### config.mk
export PLATFORM = sky130hd
export DESIGN_NAME = uart_rx_controller
export DESIGN_NICKNAME = d
export VERILOG_FILES = /design/src/rtl/uart_rx_pkg.sv /design/src/rtl/rx_sync_2ff.sv /design/src/rtl/uart_rx_controller.sv
export SDC_FILE = /design/constraint.sdc
export NUM_CORES = 1
export LEC_CHECK = 0
export CAP_MARGIN = 10
export CORE_UTILIZATION = 55
export CTS_BUF_LIST = sky130_fd_sc_hd__clkbuf_4
export CTS_CLUSTER_SIZE = 30
export DETAILED_ROUTE_END_ITERATION = 6
export GPL_TIMING_DRIVEN = 0
export HOLD_SLACK_MARGIN = 0.06
export PLACE_DENSITY = 0.86
export SLEW_MARGIN = 20
export SYNTH_ARGS = -nofsm -noshare
export SYNTH_HDL_FRONTEND = slang
export SYNTH_HIERARCHICAL = 1
export SYNTH_SLANG_ARGS = --single-unit
### constraint.sdc
create_clock -name clk -period 2.7 [get_ports clk]
set_clock_uncertainty 0.05 [all_clocks]
set_input_delay 0.54 -clock clk [delete_from_list [all_inputs] [get_ports clk]]
set_output_delay 0.54 -clock clk [all_outputs]
set_load 0.02 [all_outputs]
### src/rtl/uart_rx_pkg.sv
// Shared types and default parameters for the UART receive controller.
package uart_rx_pkg;

  localparam int unsigned OVERSAMPLE_DEF = 16;
  localparam int unsigned DATA_BITS_DEF  = 8;

  typedef enum logic [2:0] {
    ST_IDLE,
    ST_START,
    ST_DATA,
    ST_STOP,
    ST_BREAK
  } rx_state_e;

endpackage

### src/rtl/rx_sync_2ff.sv
// Two-flop synchronizer for the asynchronous serial line; resets to idle-high.
module rx_sync_2ff (
  input  logic clk,
  input  logic reset,
  input  logic d_i,
  output logic q_o
);

  logic meta_q;
  logic sync_q;

  // Capture the raw line and resolve metastability over two stages.
  always_ff @(posedge clk) begin
    if (reset) begin
      meta_q <= 1'b1;
      sync_q <= 1'b1;
    end else begin
      meta_q <= d_i;
      sync_q <= meta_q;
    end
  end

  assign q_o = sync_q;

endmodule

### src/rtl/uart_rx_controller.sv
// UART receive controller: start detection, mid-bit sampling, stop/break handling.
module uart_rx_controller
  import uart_rx_pkg::*;
#(
  parameter int unsigned OVERSAMPLE = OVERSAMPLE_DEF,
  parameter int unsigned DATA_BITS  = DATA_BITS_DEF
) (
  input  logic                                 clk,
  input  logic                                 reset,
  input  logic                                 baud_tick,
  input  logic                                 rx_in,
  output logic                                 sel,
  output logic                                 shift_en,
  output logic                                 shift_in,
  output logic                                 rx_done,
  output logic                                 frame_err,
  output logic                                 busy,
  output logic [$clog2(OVERSAMPLE)-1:0]        tick_cnt,
  output logic [$clog2(DATA_BITS+1)-1:0]       bit_cnt
);

  localparam int unsigned TW = $clog2(OVERSAMPLE);
  localparam int unsigned BW = $clog2(DATA_BITS + 1);

  localparam logic [TW-1:0] TICK_LAST = TW'(OVERSAMPLE - 1);
  localparam logic [TW-1:0] TICK_HALF = TW'(OVERSAMPLE / 2 - 1);
  localparam logic [BW-1:0] BIT_LAST  = BW'(DATA_BITS - 1);

  logic rx_s;

  rx_state_e     state_q, state_d;
  logic [TW-1:0] tick_q, tick_d;
  logic [BW-1:0] bit_q, bit_d;
  logic          shift_en_q, shift_en_d;
  logic          shift_in_q, shift_in_d;
  logic          rx_done_q, rx_done_d;
  logic          frame_err_q, frame_err_d;

  rx_sync_2ff u_sync (
    .clk   (clk),
    .reset (reset),
    .d_i   (rx_in),
    .q_o   (rx_s)
  );

  // State, counters and registered pulse outputs.
  always_ff @(posedge clk) begin
    if (reset) begin
      state_q     <= ST_IDLE;
      tick_q      <= '0;
      bit_q       <= '0;
      shift_en_q  <= 1'b0;
      shift_in_q  <= 1'b0;
      rx_done_q   <= 1'b0;
      frame_err_q <= 1'b0;
    end else begin
      state_q     <= state_d;
      tick_q      <= tick_d;
      bit_q       <= bit_d;
      shift_en_q  <= shift_en_d;
      shift_in_q  <= shift_in_d;
      rx_done_q   <= rx_done_d;
      frame_err_q <= frame_err_d;
    end
  end

  // Next-state logic; everything holds unless a baud tick arrives.
  always_comb begin
    state_d     = state_q;
    tick_d      = tick_q;
    bit_d       = bit_q;
    shift_en_d  = 1'b0;
    shift_in_d  = shift_in_q;
    rx_done_d   = 1'b0;
    frame_err_d = 1'b0;

    if (baud_tick) begin
      unique case (state_q)
        ST_IDLE: begin
          if (!rx_s) begin
            state_d = ST_START;
            tick_d  = '0;
          end
        end

        ST_START: begin
          if (tick_q == TICK_HALF) begin
            tick_d = '0;
            if (!rx_s) begin
              state_d = ST_DATA;
              bit_d   = '0;
            end else begin
              state_d = ST_IDLE;
            end
          end else begin
            tick_d = tick_q + TW'(1);
          end
        end

        ST_DATA: begin
          if (tick_q == TICK_LAST) begin
            tick_d     = '0;
            shift_en_d = 1'b1;
            shift_in_d = rx_s;
            bit_d      = bit_q + BW'(1);
            if (bit_q == BIT_LAST) begin
              state_d = ST_STOP;
            end
          end else begin
            tick_d = tick_q + TW'(1);
          end
        end

        ST_STOP: begin
          if (tick_q == TICK_LAST) begin
            tick_d = '0;
            if (rx_s) begin
              rx_done_d = 1'b1;
              state_d   = ST_IDLE;
            end else begin
              frame_err_d = 1'b1;
              state_d     = ST_BREAK;
            end
          end else begin
            tick_d = tick_q + TW'(1);
          end
        end

        ST_BREAK: begin
          if (rx_s) begin
            state_d = ST_IDLE;
          end
        end

        default: begin
          state_d = ST_IDLE;
        end
      endcase
    end
  end

  assign sel       = (state_q == ST_DATA);
  assign busy      = (state_q != ST_IDLE);
  assign shift_en  = shift_en_q;
  assign shift_in  = shift_in_q;
  assign rx_done   = rx_done_q;
  assign frame_err = frame_err_q;
  assign tick_cnt  = tick_q;
  assign bit_cnt   = bit_q;

endmodule

==> flow_metrics.env, run 1 <==
export IMPL_cts_inserted_buffers=3
export IMPL_area_growth_synth_to_final_pct=26.5
export IMPL_slew_headroom=0.718
export IMPL_drive_gt1_frac=0.0702
export IMPL_initial_core_util=0.612
export IMPL_worstHoldStart="u_sync/meta_q"
export IMPL_min_period_ps=2410
export IMPL_yosysUniqueCellTypes=35
export IMPL_critPathCaptureType="primary output"
export IMPL_critical_path_buf_inv_count=2
export IMPL_io_buffers=17
export IMPL_clk_transition_reported_paths_ps=100
export IMPL_cts_resized=0
export IMPL_core_area_mm2=0.00135
export IMPL_seqCellArea_um2=340
export IMPL_grt_use_total=0.262
export IMPL_whs_endpoint="u_sync/q_o"
export IMPL_status="completed"
export IMPL_maxSlewViolCount=0
export IMPL_grt_overflow=0
export IMPL_dpl_hpwl_um=1280
export IMPL_r2r_start="state_q[0]"
export IMPL_ir_drop_mv=0.350
export IMPL_ant_nets=0
export IMPL_synth_main_ff_cell="dfxtp_1"
export IMPL_synth_cells=93
export IMPL_crit_chain="clkbuf_1 > nor3b_1 > clkdlybuf4s50_1"
export IMPL_die_area_mm2=0.00166
export IMPL_fin_crit_sh=0.893
export IMPL_vias=762
export IMPL_gp_congestion=0.782
export IMPL_synth_top_area_frac=0.412
export IMPL_reg2reg_depth=4
export IMPL_multi_input_area_um2=459
export IMPL_yosysTopAreaCell="dfxtp_1"
export IMPL_ys_warn_count=6
export IMPL_worst_setup_path_type="flop to primary output"
export IMPL_wl_per_cell_um=13.9
export IMPL_diodes=0
export IMPL_rsz0062_at_grt="false"
export IMPL_grt_pass1_vias=599
export IMPL_final_nets=121
export IMPL_clk_path_buf_depth=2
export IMPL_ctsHoldBuffers=0
export IMPL_finalSetupTns_ps=0
export IMPL_syn_area_per_cell_um2=8.88
export IMPL_antenna_found_initial=0
export IMPL_timing_fmax_ghz=0.415
export IMPL_hold_class="flop to flop"
export IMPL_hold_viol=0
export IMPL_power_density_mw_per_mm2=409
export IMPL_maxCapViolCount=0
export IMPL_wirelength_um=1790
export IMPL_p_leak_nw=0.354
export IMPL_first_pass_iters=4
export IMPL_tightest_slew_ps=413
export IMPL_cts_setup_buffers=0
export IMPL_async_flop_share=0
export IMPL_syn_nets=99
export IMPL_cpMaxStageDelayCell="clkdlybuf4s50_1"
export IMPL_syn_area_um2=826
export IMPL_insertion_delay_ps=300
export IMPL_reg2reg_slack_ps=780
export IMPL_cp_data_arrival_time_ps=1820
export IMPL_nFillCells=98
export IMPL_synth_area_top_cells="dfxtp_1 (41%), nor2_1 (6.4%), xnor2_1 (4.2%)"
export IMPL_ios=18
export IMPL_cpPeakStageDelay_ps=660
export IMPL_via_per_inst=5.91
export IMPL_cts_tree="built"
export IMPL_root_buffer="clkbuf_4"
export IMPL_worst_path_max_fanout=10
export IMPL_clock_sinks=17
export IMPL_cpLargestDelayFamily="buffers and inverters"
export IMPL_h_tree_depth=1
export IMPL_ys_seq_area_frac=0.412
export IMPL_setup_violations=0
export IMPL_die_w_um=40.8
export IMPL_grt_start_max_net_pins=11
export IMPL_whs_ps=395
export IMPL_holdPathStages=1
export IMPL_rows=13
export IMPL_drt_drc_violations_left=0
export IMPL_worstPathRequired_ps=2110
export IMPL_die_h_um=40.8
export IMPL_r2r_end="tick_cnt[3]"
export IMPL_start_kind="flop"
export IMPL_ys_ff_latch=17
export IMPL_grt_pass1_wl_um=2720
export IMPL_synth_edf_count=0
export IMPL_drt_initial_drc_count=23
[final cells by class]
type / count / share of cell area
plain buffers: 3 / 0.0144
flip-flops and latches: 17 / 0.326
clock buffers: 4 / 0.0287
well taps: 15 / 0.0180
repair buffers: 17 / 0.163
inverters: 3 / 0.0108
multi-input cells: 70 / 0.440
[cells in the mapped netlist, drive strengths merged (2+ instances only)]
cell type,count
or2,4
nand2,3
mux2i,2
nand3,4
a211oi,2
dfxtp,17
xnor2,4
inv,3
a21oi,6
ha,2
or3,2
nand2b,4
a31o,2
nor2,14
clkbuf,2
nor3b,4
[per-stage QoR]
step | cell area, um2 | setup WS [ps] | util | power [mW] | instances
2_1_floorplan | 826 | 892 | - | 0.269 | 93
3_3_place_gp | 1010 | 461 | 0.752 | 0.279 | 125
3_5_place_dp | 1010 | 406 | 0.752 | 0.279 | 125
4_1_cts | 1040 | 278 | 0.774 | 0.427 | 129
5_1_grt | 1040 | 180 | 0.774 | 0.438 | 129
6_report | 1040 | 288 | 0.774 | 0.428 | 129
[how the worst max path moves through the flow]
stage	start	cells past startpoint	slack, ps	endpoint
CTS	state_q[2]	3	280	sel
detailed placement	baud_tick	5	410	tick_cnt[3]
global placement	baud_tick	5	460	tick_cnt[3]
global route	state_q[2]	3	180	sel
finish	state_q[2]	3	290	sel
floorplan	tick_cnt[3]	4	890	tick_cnt[3]
[cell usage in the layout, fill, tap and decap left out, types with 2 or more instances in the layout]
cell	instances
a211oi_1	2
a31o_2	2
or2_1	3
mux2i_1	2
nand2_1	3
nor3b_1	4
ha_1	2
a21oi_1	6
clkbuf_1	2
clkdlybuf4s50_1	17
xnor2_1	4
nor2_1	14
inv_1	3
nand2b_1	4
or3_1	2
clkbuf_4	4
nand3_1	4
dfxtp_1	17
[logic make-up (layout without fill, tap and decap cells)]
| family | count (synthesis) | after routing | share of synthesized area |
|---|---|---|---|
| adders and majority gates | 2 | 2 | 0.0303 |
| DFF | 17 | 17 | 0.412 |
| and+or+nand+nor | 44 | 44 | 0.300 |
| muxes | 2 | 2 | 0.0242 |
| buffers and inverters | 6 | 27 | 0.0318 |
| AOI/OAI and AO/OA | 17 | 17 | 0.148 |
| xor gates and xnor gates | 5 | 5 | 0.0530 |
[worst register-to-register path: stages, from the launching register on]
cell and delay [ps]:
dfxtp_1 490, nor2_1 170, a311o_1 440, or4_1 520, a31oi_1 190
[state kept, by name, summed over array words and instances, names as in the netlist]
register,cells
bit_cnt,4
u_sync/q_o,1
shift_in,1
state_q,3
rx_done,1
frame_err,1
tick_cnt,4
u_sync/meta_q,1
shift_en,1
[routing by layer]
metal	GRT usage	part of all wire	routed length [um]	up-vias
met4	0.150	0.021	38	0
met3	0.0815	0.061	109	5
li1	-	-	-	378
met2	0.417	0.50	890	32
met5	0	0	0	-
met1	0.308	0.42	751	347
[power breakdown]
part	internal (mW)	leakage [nW]	switching (mW)
Sequential	0.252	0.137	0.00223
Clock	0.0678	0.0184	0.0861
Combinational	0.00885	0.198	0.0104
Total	0.329	0.354	0.0987
No activity file was read; power rests on OpenSTA's default activity.
==> run 2, diff against run 1 <==
Settings changed: CORE_UTILIZATION 55 to 51, PLACE_DENSITY 0.86 to 0.8.
Clock period 2.7 ns to 2.3 ns, I/O delays scaled along.
==> run 2 against run 1 <==
Via count shrank 6.6%. Combinational power grew 15%. Clock-buffer cell count is the same. Global-route usage shrank 7.1 points. Clock power grew 9.7%. Setup slack lost 190 ps. Hold slack lost 20 ps. Flip-flop and latch count is the same. Register-to-register slack lost 330 ps. Largest power group unchanged.
==> flow_metrics.env, run 2 (synthesized netlist as in run 1, its figures left out) <==
export IMPL_status="completed"
export IMPL_maxSlewViolCount=0
export IMPL_final_cells=130
export IMPL_pre_cts_ws_ps=117
export IMPL_grt_pass1_vias=612
export IMPL_dp_cells=126
export IMPL_clockPowerShare=0.344
export IMPL_die_w_um=42.2
export IMPL_critPathCaptureType="primary output"
export IMPL_worst_setup_path_type="flop to primary output"
export IMPL_setup_violations=0
export IMPL_pwr_share_comb=0.045
export IMPL_insertion_delay_ps=280
export IMPL_grt_start_max_net_pins=11
export IMPL_first_pass_iters=4
export IMPL_slew_headroom=0.711
export IMPL_ios=18
export IMPL_grt_pass1_wl_um=2620
export IMPL_start_kind="flop"
export IMPL_layout_commonest_cell="dfxtp_1"
export IMPL_die_area_mm2=0.00178
export IMPL_ir_drop_mv=0.380
export IMPL_ant_nets=0
export IMPL_layout_common_cells="dfxtp_1 (17), clkdlybuf4s50_1 (16), nor2_1 (14), a21oi_1 (6)"
export IMPL_io_buffers=17
export IMPL_maxCapViolCount=0
export IMPL_drt_initial_drc_count=7
export IMPL_hold_class="flop to flop"
export IMPL_diodes=0
export IMPL_final_nets=121
export IMPL_core_area_mm2=0.00151
export IMPL_wl_per_cell_um=12.3
export IMPL_clock_sinks=17
export IMPL_h_tree_depth=1
export IMPL_grt_use_total=0.191
export IMPL_via_per_inst=5.48
export IMPL_p_leak_nw=0.358
export IMPL_cts_tree="built"
export IMPL_switching_share=0.212
export IMPL_antenna_found_initial=0
export IMPL_layout_setup_ws_ps=100
export IMPL_clk_path_buf_depth=2
export IMPL_power_density_mw_per_mm2=469
export IMPL_die_h_um=42.2
export IMPL_ctsHoldBuffers=0
export IMPL_drt_drc_violations_left=0
export IMPL_grt_overflow=0
export IMPL_root_buffer="clkbuf_4"
export IMPL_dpl_hpwl_um=1210
export IMPL_worst_path_max_fanout=10
export IMPL_cp_data_arrival_time_ps=1690
export IMPL_area_growth_synth_to_final_pct=26.5
export IMPL_worstPathRequired_ps=1790
export IMPL_p_sw_mw=0.104
export IMPL_rsz0062_at_grt="false"
export IMPL_clk_transition_reported_paths_ps=100
export IMPL_cts_inserted_buffers=3
export IMPL_whs_ps=375
export IMPL_hold_viol=0
export IMPL_wirelength_um=1590
export IMPL_finalSetupTns_ps=0
export IMPL_timing_fmax_ghz=0.455
export IMPL_vias=712
export IMPL_gp_congestion=0.823
export IMPL_initial_core_util=0.548
export IMPL_tightest_slew_ps=434
export IMPL_finalPower_mw=0.489
export IMPL_fin_crit_sh=0.956
export IMPL_seqPwrFrac=0.610
export IMPL_rows=14
export IMPL_min_period_ps=2200
export IMPL_p_int_mw=0.386
export IMPL_drive_gt1_frac=0.0702
-- run 2: cell count changes in the layout (fill, tap and decap cells not counted), sizes merged --
cell           before  now
clkdlybuf4s50      17   16
dlygate4sd2         0    1
-- run 2: power groups by stage --
| stage | Clock (mW) | Combinational (mW) | Sequential [mW] |
|---|---|---|---|
| finish | 0.169 | 0.0221 | 0.299 |
| floorplan | 0 | 0.0113 | 0.305 |
| global route | 0.182 | 0.0238 | 0.299 |
| detailed placement | 0 | 0.0220 | 0.306 |
| CTS | 0.174 | 0.0221 | 0.299 |
| global placement | 0 | 0.0217 | 0.305 |
-- run 2: critical path: stages (launching register included) --
cell             delay (ps)
dfxtp_1                 340
clkbuf_1                310
or3_1                   160
clkdlybuf4s50_1         590
-- run 2: area by class of cell --
class	instances	area [um2]
Fill cell	129	462
Multi-Input combinational cell	70	459
Sequential cell	17	340
Timing Repair Buffer	17	169
Clock buffer	4	30.0
Tap cell	16	20.0
Buffer	3	15.0
Inverter	3	11.3
-- run 2: worst paths after layout --
path / from / to / slack (ps) / cells after the start
setup / recovery: state_q[2] / busy / 100 / 3
hold / removal: u_sync/meta_q / u_sync/q_o / 370 / 1
setup reg to reg: state_q[1] / tick_cnt[3] / 450 / 5
hold reg to reg: u_sync/meta_q / u_sync/q_o / 370 / 1
-- run 2: metal layers --
metal | GRT usage | routed length (um) | share of wire | up-vias
met5 | 0 | 0 | 0 | -
met4 | 0.0938 | 8 | 0.0050 | 0
met3 | 0.0259 | 36 | 0.023 | 2
met2 | 0.289 | 752 | 0.47 | 10
met1 | 0.265 | 797 | 0.50 | 325
li1 | - | - | - | 375
-- run 2: stage by stage --
step           instance area, um2  utilization
2_1_floorplan                 826            -
3_3_place_gp                 1020        0.674
3_5_place_dp                 1020        0.674
4_1_cts                      1040        0.694
5_1_grt                      1040        0.694
6_report                     1040        0.694
-- run 2: timing repair --
item                       CTS  global route
setup endpoints to repair    1             0
setup buffers                0             0
resized for setup            1             0
==> run 3, diff against run 2 <==
Settings changed: REMOVE_ABC_BUFFERS set to 1, SLEW_MARGIN 20 to 15.
==> run 3 against run 2 <==
Utilization is 0.50 points lower. Final cell count is 2.3% lower. Sequential power about the same. Sequential share of layout area up 0.36 points. Fmax grew 3.6%. Via count shrank 0.84%. Final area shrank 0.72%.
==> flow_metrics.env, run 3 (synthesized netlist as in run 1, its figures left out) <==
export IMPL_ctsHoldBuffers=0
export IMPL_maxSlewViolCount=0
export IMPL_io_buffers=17
export IMPL_grt_overflow=0
export IMPL_status="completed"
export IMPL_grt_pass1_wl_um=2790
export IMPL_nFillCells=144
export IMPL_clk_path_buf_depth=2
export IMPL_timing_fmax_ghz=0.471
export IMPL_p_leak_nw=0.351
export IMPL_power_density_mw_per_mm2=475
export IMPL_clock_sinks=17
export IMPL_drt_drc_violations_left=0
export IMPL_dpl_hpwl_um=1180
export IMPL_tightest_slew_ps=485
export IMPL_initial_core_util=0.548
export IMPL_pre_cts_ws_ps=138
export IMPL_rows=14
export IMPL_worst_path_max_fanout=11
export IMPL_ios=18
export IMPL_maxCapViolCount=0
export IMPL_cts_inserted_buffers=3
export IMPL_start_kind="flop"
export IMPL_finalSetupTns_ps=0
export IMPL_via_per_inst=5.56
export IMPL_gp_congestion=0.761
export IMPL_finalPower_mw=0.492
export IMPL_final_nets=118
export IMPL_min_period_ps=2120
export IMPL_setup_violations=0
export IMPL_h_tree_depth=1
export IMPL_layout_common_cells="clkdlybuf4s50_1 (17), dfxtp_1 (16), nor2_1 (14), a21oi_1 (6)"
export IMPL_grt_pass1_vias=599
export IMPL_wirelength_um=1720
export IMPL_vias=706
export IMPL_critPathCaptureType="primary output"
export IMPL_antenna_found_initial=0
export IMPL_hold_class="flop to flop"
export IMPL_insertion_delay_ps=290
export IMPL_fin_crit_sh=0.923
export IMPL_core_area_mm2=0.00151
export IMPL_multi_input_area_um2=464
export IMPL_ant_nets=0
export IMPL_layout_setup_ws_ps=177
export IMPL_root_buffer="clkbuf_4"
export IMPL_grt_use_total=0.207
export IMPL_die_w_um=42.2
export IMPL_worst_setup_path_type="flop to primary output"
export IMPL_slew_headroom=0.676
export IMPL_diodes=0
export IMPL_seqCellArea_um2=342
export IMPL_cts_tree="built"
export IMPL_drive_gt1_frac=0.0811
export IMPL_rsz0062_at_grt="false"
export IMPL_cp_data_arrival_time_ps=1610
export IMPL_area_growth_synth_to_final_pct=25.6
export IMPL_wl_per_cell_um=13.6
export IMPL_first_pass_iters=4
export IMPL_grt_start_max_net_pins=15
export IMPL_drt_initial_drc_count=9
export IMPL_worstPathRequired_ps=1790
export IMPL_clk_transition_reported_paths_ps=100
export IMPL_die_area_mm2=0.00178
export IMPL_ir_drop_mv=0.389
export IMPL_die_h_um=42.2
export IMPL_layout_commonest_cell="clkdlybuf4s50_1"
export IMPL_hold_viol=0
export IMPL_cts_setup_buffers=0
[run 3: cell count changes in the layout (fill, tap and decap cells not counted)]
cell and delta:
clkdlybuf4s50_1 +1, nor3b_2 +1, dfxtp_2 +1, nor3b_1 -1, dlygate4sd2_1 -1, clkbuf_1 -2
dfxtp_1 -1, buf_4 -1
[run 3: report_power, final]
part / leakage, nW / internal (mW) / switching (mW) / total (mW)
Clock: 0.0184 / 0.0793 / 0.0924 / 0.172
Combinational: 0.194 / 0.0100 / 0.0116 / 0.0217
Sequential: 0.138 / 0.296 / 0.00270 / 0.299
[run 3: path summary, 6_finish.rpt]
| path | startpoint | end | slack, ps | cells after the start |
|---|---|---|---|---|
| worst max-delay path | state_q[2] | sel | 180 | 2 |
| worst min-delay path | u_sync/meta_q | u_sync/q_o | 380 | 1 |
| worst min register to register | u_sync/meta_q | u_sync/q_o | 380 | 1 |
| worst max register to register | state_q[0] | tick_cnt[3] | 380 | 4 |
[run 3: area by class of cell]
type,instances,share of cell area
sequential,17,0.329
clock buffer,4,0.0290
timing repair buffer,17,0.164
tap,16,0.0193
multi-input combinational,70,0.448
inverter,3,0.0109
[run 3: timing repair]
item,in CTS,in global routing
pin swaps,0,0
resized for setup,1,1
endpoints found under the hold margin,0,0
setup endpoints to repair,1,1
[run 3: per-layer routing]
metal,up-vias,track usage,share of wire
li1,368,-,-
met1,319,0.297,0.52
met2,15,0.311,0.43
met3,4,0.0388,0.035
met4,0,0.0750,0.013
met5,-,0,0
[run 3: metrics by stage]
stage          instances  cell area, um2  utilization  hold WS [ps]
6_report             127            1040        0.689           376
5_1_grt              127            1040        0.689           421
4_1_cts              127            1040        0.688           381
3_5_place_dp         123            1000        0.664           353
3_3_place_gp         123            1000        0.664           344
2_1_floorplan         90             811            -           333
[run 3: critical path: stages (launching register included)]
cell             delay [ps]
dfxtp_1                 430
nor3b_2                 260
clkdlybuf4s50_1         640
